[src/rtl/shifter_pkg.sv]
// Shared types for the pipelined barrel shifter.
// SHIFTER_STATUS_EN adds a carry bit to the per-stage control bundle.
package shifter_pkg;

  typedef enum logic [2:0] {
    LSL = 3'd0,
    LSR = 3'd1,
    ASR = 3'd2,
    ROL = 3'd3,
    ROR = 3'd4
  } shift_mode_t;

  typedef struct packed {
    logic        valid;
    shift_mode_t mode;
`ifdef SHIFTER_STATUS_EN
    logic        carry;
`endif
  } stage_ctl_t;

  function automatic stage_ctl_t head_ctl(
    input logic       valid,
    input logic [2:0] mode
  );
    head_ctl       = '0;
    head_ctl.valid = valid;
    head_ctl.mode  = shift_mode_t'(mode);
  endfunction

endpackage

[src/rtl/shift_stage.sv]
// One pipeline stage: conditional shift/rotate by 2**K, then a register.
// SHIFTER_STATUS_EN tracks the last bit moved across the word boundary.
module shift_stage
  import shifter_pkg::*;
#(
  parameter int N = 3,
  parameter int K = 0
) (
  input  logic            clk,
  input  logic            reset_n,
  input  logic            advance,
  input  logic [2**N-1:0] prev_data,
  input  logic [N-1:0]    prev_amt,
  input  stage_ctl_t      prev_ctl,
  output logic [2**N-1:0] data,
  output logic [N-1:0]    amt,
  output stage_ctl_t      ctl
);

  localparam int W = 2**N;
  localparam int S = 2**K;

  logic [W-1:0] shifted;
  stage_ctl_t   next_ctl;
`ifdef SHIFTER_STATUS_EN
  logic         legal;
`endif

  always_comb begin
    shifted  = prev_data;
    next_ctl = prev_ctl;
    if (prev_amt[K]) begin
      unique case (1'b1)
        prev_ctl.mode == LSL:
          shifted = prev_data << S;
        prev_ctl.mode == LSR:
          shifted = prev_data >> S;
        prev_ctl.mode == ASR:
          shifted = W'($signed(prev_data) >>> S);
        prev_ctl.mode == ROL:
          shifted = {prev_data[W-S-1:0],
                     prev_data[W-1:W-S]};
        prev_ctl.mode == ROR:
          shifted = {prev_data[S-1:0],
                     prev_data[W-1:S]};
        default:
          shifted = prev_data;
      endcase
    end
`ifdef SHIFTER_STATUS_EN
    legal = prev_ctl.mode inside
            {LSL, LSR, ASR, ROL, ROR};
    // Leftward moves lose bit W-S, rightward lose bit S-1.
    if (prev_amt[K] && legal) begin
      if (prev_ctl.mode == LSL ||
          prev_ctl.mode == ROL)
        next_ctl.carry = prev_data[W-S];
      else
        next_ctl.carry = prev_data[S-1];
    end
`endif
  end

  always_ff @(posedge clk) begin
    if (!reset_n) begin
      data <= '0;
      amt  <= '0;
      ctl  <= '0;
    end else if (advance) begin
      data <= shifted;
      amt  <= prev_amt;
      ctl  <= next_ctl;
    end
  end

endmodule

[src/rtl/pipelined_barrel_shifter.sv]
// N-stage valid/ready barrel shifter: LSL, LSR, ASR, ROL, ROR.
// Define SHIFTER_STATUS_EN to add the zero and carry outputs.
module pipelined_barrel_shifter
  import shifter_pkg::*;
#(
  parameter int N = 3
) (
  input  logic            clk,
  input  logic            reset_n,
  input  logic            in_valid,
  output logic            in_ready,
  input  logic [2**N-1:0] a,
  input  logic [N-1:0]    amt,
  input  logic [2:0]      mode,
  output logic            out_valid,
  input  logic            out_ready,
  output logic [2**N-1:0] y
`ifdef SHIFTER_STATUS_EN
  ,
  output logic            zero,
  output logic            carry
`endif
);

  localparam int W = 2**N;

  logic         advance;
  logic [W-1:0] data_s [N+1];
  logic [N-1:0] amt_s  [N+1];
  stage_ctl_t   ctl_s  [N+1];
  logic         unused_tail;

  // Whole pipe moves together; only a blocked output stalls it.
  assign advance  = !out_valid || out_ready;
  assign in_ready = advance;

  assign data_s[0] = a;
  assign amt_s[0]  = amt;
  assign ctl_s[0]  = head_ctl(in_valid, mode);

  for (genvar k = 0; k < N; k++) begin : g_stage
    shift_stage #(
      .N (N),
      .K (k)
    ) u_stage (
      .clk       (clk),
      .reset_n   (reset_n),
      .advance   (advance),
      .prev_data (data_s[k]),
      .prev_amt  (amt_s[k]),
      .prev_ctl  (ctl_s[k]),
      .data      (data_s[k+1]),
      .amt       (amt_s[k+1]),
      .ctl       (ctl_s[k+1])
    );
  end

  assign out_valid = ctl_s[N].valid;
  assign y         = data_s[N];

`ifdef SHIFTER_STATUS_EN
  assign zero  = out_valid && (y == '0);
  assign carry = ctl_s[N].carry;
`endif

  assign unused_tail = ^{amt_s[N], ctl_s[N].mode};

endmodule

[config.mk]
export PLATFORM = sky130hd
export DESIGN_NAME = pipelined_barrel_shifter
export DESIGN_NICKNAME = d
export VERILOG_FILES = /design/src/rtl/shifter_pkg.sv /design/src/rtl/shift_stage.sv /design/src/rtl/pipelined_barrel_shifter.sv
export SDC_FILE = /design/constraint.sdc
export NUM_CORES = 1
export LEC_CHECK = 0
export BUFFER_PORTS_ARGS = -buffer_cell sky130_fd_sc_hd__buf_2
export CAP_MARGIN = 30
export CORE_MARGIN = 3
export CORE_UTILIZATION = 30
export DETAILED_ROUTE_END_ITERATION = 10
export GPL_ROUTABILITY_DRIVEN = 0
export SLEW_MARGIN = 10
export SYNTH_ARGS = -nofsm -noshare
export SYNTH_HDL_FRONTEND = slang
export SYNTH_SLANG_ARGS = --single-unit
[constraint.sdc]
create_clock -name clk -period 3.1 [get_ports clk]
set_input_delay 0.155 -clock clk [delete_from_list [all_inputs] [get_ports clk]]
set_output_delay 0.155 -clock clk [all_outputs]
set_load 0.05 [all_outputs]
; Word level (Yosys, flattened, before mapping)
; Index checks and enable logic that the tools add are counted.
[totals]
reg_bits = 39
output_inout_bits = 10
word_cells = 34
[op_classes]
n_eq_ne = 12
mux = 6
n_reduce_logical = 6
[op_table]
columns = op, n
row1 = 8-bit one-hot mux with 5 select lines, 2
row2 = 8-bit one-hot mux with 4 select lines, 1
row3 = 8-bit two-way mux, 3
row4 = "3-bit by 2-bit == test with 1-bit output, second input constant", 6
row5 = "3-bit by 1-bit == test with 1-bit output, second input constant", 3
row6 = "3-bit == test, second input constant", 3
row7 = 3-bit zero test, 3
row8 = 2-bit OR reduction, 1
row9 = 1-bit zero test, 1
row10 = 1-bit logical OR, 1

; Longest topological paths before layout
; Gate-level depths: netlist of run 1.
[logic_depth]
ltp_word = 4
mapped_depth = 6
ltp_nobuf = 4

; Modules after synthesis
; Synthesis of run 1 repeated with hierarchy kept, for this count alone.
[hier_totals]
cells_unflattened = 284
area_unflattened_um2 = 2519.9
[by_module_without_submodules]
columns = module, instances, cells_per_inst, area_each_um2, seq_area_each_um2
row1 = shift_stage (g_stage[0].u_stage), 1, 96, 893.4, 300.3
row2 = shift_stage (g_stage[1].u_stage), 1, 105, 889.6, 300.3
row3 = shift_stage (g_stage[2].u_stage), 1, 82, 730.7, 300.3
row4 = pipelined_barrel_shifter, 1, 1, 6.3, 0.0

; Worst setup path after synthesis of run 1
; No wires, ideal clock.
[synth_path]
path_type = register to register
from = register g_stage[2].u_stage.ctl[3] (netlist name)
to = register g_stage[0].u_stage.data[6]
arrival_time_ns = 1.412
t_required_ns = 2.976
slack_ns = 1.565
path_stages_with_launch = 7
path_cell_list = dfxtp_1 -> nor2b_1 -> buf_2 -> clkbuf_1 -> nor2_1 -> o221ai_1 -> a21oi_1
[synth_between]
elab_chain_cells = 2
[synth_rtl]
columns = element, line_no
row1 = from (decl), shift_stage.sv:17  ; output stage_ctl_t ctl
row2 = from (signal assigned), shift_stage.sv:72  ; ctl <= next_ctl;
row3 = 1-bit zero test, pipelined_barrel_shifter.sv:34  ; assign advance = !out_valid || out_ready;
row4 = 1-bit logical OR, pipelined_barrel_shifter.sv:34
row5 = to (signal assigned), shift_stage.sv:70  ; data <= shifted;
row6 = to (decl), shift_stage.sv:15  ; output logic [2**N-1:0] data,
; Every way passes these cells.
; A chain may end at the register's enable or synchronous reset.

; Worst setup path in the final report of run 1
[layout_path]
from = register g_stage[2].u_stage.ctl[3] (netlist name)
to = output port in_ready
[layout_between]
elab_chain_cells = 2
[layout_rtl]
columns = element, line_no
row1 = 1-bit zero test, pipelined_barrel_shifter.sv:34
row2 = 1-bit logical OR, pipelined_barrel_shifter.sv:34
row3 = to (decl), pipelined_barrel_shifter.sv:11  ; output logic in_ready,
; Every way passes these cells.

==> flow_metrics.env, run 1 <==
export IMPL_wl_per_cell_microns=14.19
export IMPL_routed_wl_microns=5377
export IMPL_postCtsSetupBuffers=0
export IMPL_min_path_type="in2reg"
export IMPL_worst_pin_slew_ns=0.5851
export IMPL_drt_initial_drc_count=213
export IMPL_post_place_ws_ns=1.377
export IMPL_seq_area_sq_um=720.7
export IMPL_detail_route_antenna_nets=0
export IMPL_place_hpwl_microns=3775
export IMPL_synth_avg_cell_area_sq_um=7.941
export IMPL_vias=2064
export IMPL_cp_arrival_ns=1.66
export IMPL_syn_to_final_growth_pct=8.779
export IMPL_p_switching_w=0.0003383
export IMPL_clk_latency_ns=0.29
export IMPL_vias_per_cell=5.446
export IMPL_peakVddDrop_mv=0.2012
export IMPL_ff2ff_path_depth=4
export IMPL_synth_edff_count=0
export IMPL_die_x_microns=92.09
export IMPL_cp_start_kind="register"
export IMPL_grt_start_max_net_pins=36
export IMPL_fin_worst_skew_ns=0.009431
export IMPL_syn_nets=298
export IMPL_htreeDepth=2
export IMPL_setup_viol=0
export IMPL_fp_dieArea_sq_um=8481
export IMPL_yosys_register_bits=36
export IMPL_yosysTopAreaCell="dfxtp_1"
export IMPL_regToRegEndpoint="g_stage[1].u_stage.data[5]$_SDFFE_PN0P_"
export IMPL_core_area_sq_um=6982
export IMPL_io_pins=28
export IMPL_async_flop_share=0
export IMPL_status="complete, no violations"
export IMPL_worstHoldPathCells=3
export IMPL_drc=0
export IMPL_hold_buffers=0
export IMPL_synth_top_area_frac=0.3241
export IMPL_grt_pass1_wl_microns=9356
export IMPL_multiInputGateArea_sq_um=1286
export IMPL_reg2reg_from="g_stage[0].u_stage.ctl[1]$_SDFFE_PN0P_"
export IMPL_power_frac_clock=0.345
export IMPL_ys_warn_count=0
export IMPL_slew_limit_headroom=0.6094
export IMPL_finalNetCount=300
export IMPL_crit_start="g_stage[2].u_stage.ctl[3]$_SDFFE_PN0P_"
export IMPL_setup_tns_ns=0
export IMPL_critPathCaptureType="output pin"
export IMPL_grt_pass1_vias=1907
export IMPL_grt_use_total=0.1321
export IMPL_row_count=30
export IMPL_min_from="amt[1]"
export IMPL_seq_area_frac_synth=0.3241
export IMPL_p_per_area_nw_per_um2=482.8
export IMPL_cp_required_ns=2.94
export IMPL_clockBufferDepth=2
export IMPL_timing_final_crit_share=0.5848
export IMPL_io_buffer_count=27
export IMPL_seqPwrFrac=0.467
export IMPL_netlist_area_sq_um=2223
export IMPL_start_util=0.3185
export IMPL_n_antenna_cell=0
export IMPL_critPathCapture="in_ready"
export IMPL_hold_viol=0
export IMPL_timing_hold_ws_ns=0.1128
export IMPL_die_h_microns=92.09
export IMPL_p_sw_frac=0.2897
export IMPL_clk_transition_reported_paths_ns=0.07
export IMPL_leakage_nw=0.9053
export IMPL_dr_pass1_iters=4
export IMPL_cts_resized=0
export IMPL_rsz0062_at_grt="no"
export IMPL_post_route_util=0.3464
export IMPL_synthFlopType="dfxtp_1"
export IMPL_critPathKind="reg2out"
export IMPL_timing_fmax_mhz=551.6
export IMPL_synth_distinct_cells=42
export IMPL_period_needed_ns=1.813
export IMPL_clock_sinks=36
export IMPL_slew_violations=0
export IMPL_intPower_w=0.0008293
export IMPL_power_frac_comb=0.188
export IMPL_crit_path_max_fanout=35
export IMPL_antenna_found_initial=0
export IMPL_cts_tree="built"
export IMPL_setup_ws_ns=1.287
export IMPL_synthCells=280
export IMPL_rrSetupSlack_ns=1.35
export IMPL_nFillCells=788
export IMPL_clk_root_buffer_cell="clkbuf_8"
export IMPL_cts_buffers=5
export IMPL_layout_drive_gt1_share=0.1696
export IMPL_drv_cap=0
export IMPL_grt_ovfl_total=0
export IMPL_synth_area_top_cells="dfxtp_1 32%, a21oi_1 6.5%, nand2_1 5.6%"
layout make-up:
cell class	instances	share of cell area
Clock buffer	6	0.03001
Clock inverter	2	0.01449
Inverter	7	0.01086
Multi-Input combinational cell	202	0.5318
Sequential cell	36	0.2980
Tap cell	96	0.04966
Timing Repair Buffer	30	0.06518
layer usage:
metal / track usage / routed length (microns) / vias up
met5: 0 / 0 / -
met2: 0.2013 / 2430 / 55
met1: 0.1842 / 2623 / 975
met3: 0.02789 / 212 / 8
li1: - / - / 1026
met4: 0.04455 / 110 / 0
how the worst min path moves through the flow:
stage / slack (ns) / endpoint
3_5_place_dp: 0.41 / g_stage[0].u_stage.amt[1]$_SDFFE_PN0P_
5_1_grt: 0.10 / g_stage[0].u_stage.amt[2]$_SDFFE_PN0P_
4_1_cts: 0.1 / g_stage[0].u_stage.amt[1]$_SDFFE_PN0P_
3_3_place_gp: 0.40 / g_stage[0].u_stage.ctl[3]$_SDFFE_PN0P_
2_1_floorplan: 0.30 / g_stage[0].u_stage.amt[1]$_SDFFE_PN0P_
6_report: 0.11 / g_stage[0].u_stage.amt[1]$_SDFFE_PN0P_
state kept, by name, summed over array words and instances, names as in the netlist:
signal / count
g_stage.u_stage.amt: 3
g_stage.u_stage.ctl: 9
g_stage.u_stage.data: 24
cells in the mapped netlist, types with 3 or more instances:
library cell   n
clkbuf_1       8
mux2_2         4
buf_4         11
nand2_1       33
a21oi_1       29
mux2_1         5
o32ai_1        4
nor2b_1        3
nor2_1        21
nor3b_1        8
o22ai_1        4
o31ai_1        3
o221ai_1      10
mux2i_1        8
inv_1          6
a221oi_1       9
dfxtp_1       36
buf_2         16
o21ai_0       19
nor3_1         4
nand3_1        4
nor4b_1        5
worst max-delay path, cell delays in order (launching register included):
cell	delay, ns
dfxtp_1	0.33
nor2b_2	0.39
inv_2	0.33
buf_2	0.32
power by group through the flow:
stage          combinational, W  sequential [W]  clock, W
4_1_cts                0.000220        0.000544  0.000417
2_1_floorplan          0.000196        0.000531         0
3_5_place_dp           0.000219        0.000555         0
5_1_grt                0.000245        0.000551  0.000436
6_report               0.000220        0.000545  0.000403
3_3_place_gp           0.000218        0.000554         0
cell families (layout without fill, tap and decap cells):
group | count (synthesis) | in the layout | synth area share
muxes | 17 | 17 | 0.08160
AOI/OAI and AO/OA | 93 | 93 | 0.2763
and+or+nand+nor | 88 | 88 | 0.1958
adders and majority gates | 2 | 2 | 0.009004
buffers and inverters | 42 | 45 | 0.09848
xor gates and xnor gates | 2 | 2 | 0.01464
DFF | 36 | 36 | 0.3241
placed cells by master, fill, tap and decap left out, drive strengths merged, types with 5 or more instances in the layout:
cell type	n
dfxtp	36
nand2	33
buf	30
a21oi	29
nor2	21
o21ai	19
o221ai	10
a221oi	9
mux2	9
nor3b	8
mux2i	8
inv	7
clkbuf	6
nor4b	5
per-stage QoR:
| stage | area (sq um) | total power [W] | instances |
|---|---|---|---|
| finish | 2419 | 0.001168 | 379 |
| global route | 2419 | 0.001233 | 379 |
| CTS | 2419 | 0.001181 | 379 |
| detailed placement | 2311 | 0.0007736 | 371 |
| global placement | 2311 | 0.0007724 | 371 |
| floorplan | 2223 | 0.0007267 | 280 |
(Power assumes the default switching activity.)
==> run 2: changes to the inputs <==
clock period = 1.6 ns   (was 3.1 ns; I/O delays follow)
==> run 2 against run 1 <==
  * Sequential share of layout area fell by 0.93 points
  * Combinational power rose by 120%
  * Final cell count rose by 3.2%
  * Largest power group unchanged
  * Critical path depth rose by 1
  * Die area did not move
  * Design area rose by 3.2%
  * Clock-buffer cell count fell by 1
  * Total power rose by 84%
  * Sequential power rose by 91%
  * Setup slack got worse by 1.1 ns
==> flow_metrics.env, run 2 (synthesis gave the netlist of run 1 again) <==
export IMPL_post_route_cell_area_sq_um=2496
export IMPL_seq_area_sq_um=720.7
export IMPL_grt_pass1_wl_microns=9480
export IMPL_routed_wl_microns=5570
export IMPL_start_util=0.3185
export IMPL_status="complete, no violations"
export IMPL_slew_limit_headroom=0.7636
export IMPL_n_antenna_cell=0
export IMPL_cp_required_ns=1.78
export IMPL_core_area_sq_um=6982
export IMPL_cp_start_kind="register"
export IMPL_detail_route_antenna_nets=0
export IMPL_clock_sinks=36
export IMPL_timing_final_crit_share=0.9103
export IMPL_period_needed_ns=1.457
export IMPL_timing_hold_ws_ns=0.03293
export IMPL_cts_buffers=5
export IMPL_rrSetupSlack_ns=0.14
export IMPL_grt_start_max_net_pins=20
export IMPL_ff2ff_path_depth=4
export IMPL_final_common_cell="dfxtp_1"
export IMPL_fp_dieArea_sq_um=8481
export IMPL_layout_drive_gt1_share=0.2068
export IMPL_wl_per_cell_microns=14.25
export IMPL_place_hpwl_microns=3993
export IMPL_rsz0062_at_grt="no"
export IMPL_regToRegEndpoint="g_stage[1].u_stage.data[5]$_SDFFE_PN0P_"
export IMPL_drc=0
export IMPL_grt_pass1_vias=1916
export IMPL_grt_use_total=0.1377
export IMPL_final_cell_mix="36 x dfxtp_1, 33 x nand2_1, 29 x a21oi_1"
export IMPL_hold_viol=0
export IMPL_critPathCaptureType="register"
export IMPL_reg2reg_from="g_stage[0].u_stage.ctl[1]$_SDFFE_PN0P_"
export IMPL_clk_latency_ns=0.29
export IMPL_io_pins=28
export IMPL_slew_violations=0
export IMPL_vias=2096
export IMPL_top_register="g_stage.u_stage.data"
export IMPL_finalNetCount=312
export IMPL_io_buffer_count=27
export IMPL_postPlaceCellArea_sq_um=2401
export IMPL_multiInputGateArea_sq_um=1291
export IMPL_syn_to_final_growth_pct=12.27
export IMPL_hold_buffers=0
export IMPL_power_w=0.002143
export IMPL_cp_arrival_ns=1.63
export IMPL_p_per_area_nw_per_um2=858.7
export IMPL_largest_reg_flops=24
export IMPL_worst_pin_slew_ns=0.3533
export IMPL_setup_viol=0
export IMPL_min_from="amt[1]"
export IMPL_largestRegisters="g_stage.u_stage.data: 24 flops, g_stage.u_stage.ctl: 9 flops, g_stage.u_stage.amt: 3 flops"
export IMPL_vias_per_cell=5.361
export IMPL_row_count=30
export IMPL_nFillCells=748
export IMPL_crit_path_max_fanout=3
export IMPL_leakage_nw=0.9591
export IMPL_timing_fmax_mhz=686.6
export IMPL_postCtsSetupBuffers=0
export IMPL_setup_tns_ns=0
export IMPL_clk_root_buffer_cell="clkbuf_8"
export IMPL_die_x_microns=92.09
export IMPL_dr_pass1_iters=4
export IMPL_peakVddDrop_mv=0.2825
export IMPL_fin_worst_skew_ns=0.004388
export IMPL_antenna_found_initial=0
export IMPL_critPathKind="reg2reg"
export IMPL_grt_ovfl_total=0
export IMPL_drv_cap=0
export IMPL_min_to="g_stage[0].u_stage.amt[1]$_SDFFE_PN0P_"
export IMPL_die_h_microns=92.09
export IMPL_htreeDepth=2
export IMPL_clockBufferDepth=2
export IMPL_worstHoldPathCells=3
export IMPL_min_path_type="in2reg"
export IMPL_drt_initial_drc_count=151
export IMPL_cts_tree="built"
export IMPL_clk_transition_reported_paths_ns=0.07
-- run 2: report_power, final --
part           leakage [nW]  internal (W)  switching (W)
logic                 0.614      0.000201       0.000273
registers             0.298      0.000964      0.0000735
clock network        0.0479      0.000303       0.000329
-- run 2: metrics by stage --
step	cells	util	setup slack [ns]
after floorplan	280	-	0.06480
after global placement	383	0.3439	0.1210
after detailed placement	383	0.3439	0.1336
after CTS	391	0.3565	0.007829
after global routing	391	0.3575	0.005120
final	391	0.3575	0.1435
-- run 2: worst max path at each step --
| stage | start | endpoint | slack, ns | depth (start not counted) |
|---|---|---|---|---|
| after floorplan | g_stage[2].u_stage.ctl[3]$_SDFFE_PN0P_ | g_stage[0].u_stage.data[6]$_SDFFE_PN0P_ | 0.06 | 6 |
| after global placement | g_stage[0].u_stage.ctl[1]$_SDFFE_PN0P_ | g_stage[1].u_stage.data[5]$_SDFFE_PN0P_ | 0.12 | 4 |
| after detailed placement | g_stage[0].u_stage.ctl[1]$_SDFFE_PN0P_ | g_stage[1].u_stage.data[5]$_SDFFE_PN0P_ | 0.13 | 4 |
| after CTS | g_stage[2].u_stage.ctl[3]$_SDFFE_PN0P_ | in_ready | 0.008 | 4 |
| after global routing | g_stage[0].u_stage.ctl[0]$_SDFFE_PN0P_ | g_stage[1].u_stage.data[5]$_SDFFE_PN0P_ | 0.005 | 4 |
| final | g_stage[0].u_stage.ctl[1]$_SDFFE_PN0P_ | g_stage[1].u_stage.data[5]$_SDFFE_PN0P_ | 0.14 | 4 |
-- run 2: final cells by class --
type,count,share of cell area
clock inverter,3,0.007519
sequential,36,0.2887
inverter,7,0.01153
clock buffer,5,0.02757
tap,96,0.04812
multi-input combinational,202,0.5173
timing repair buffer,42,0.09925
-- run 2: what timing repair did --
action / CTS / global route
hold endpoints to repair: 0 / 0
gates resized for setup: 0 / 3
endpoints found under the setup margin: 0 / 1
-- run 2: worst max-delay path, cell delays in order (launching register included) --
cell and delay, ns:
dfxtp_1 0.37, xor2_2 0.22, mux2_2 0.36, a221oi_1 0.29, a21oi_1 0.11
-- run 2: metal layers --
metal | track usage | share of wire
met5 | 0 | 0
met4 | 0.03713 | 0.013
met3 | 0.03445 | 0.042
met2 | 0.2099 | 0.45
met1 | 0.1927 | 0.49
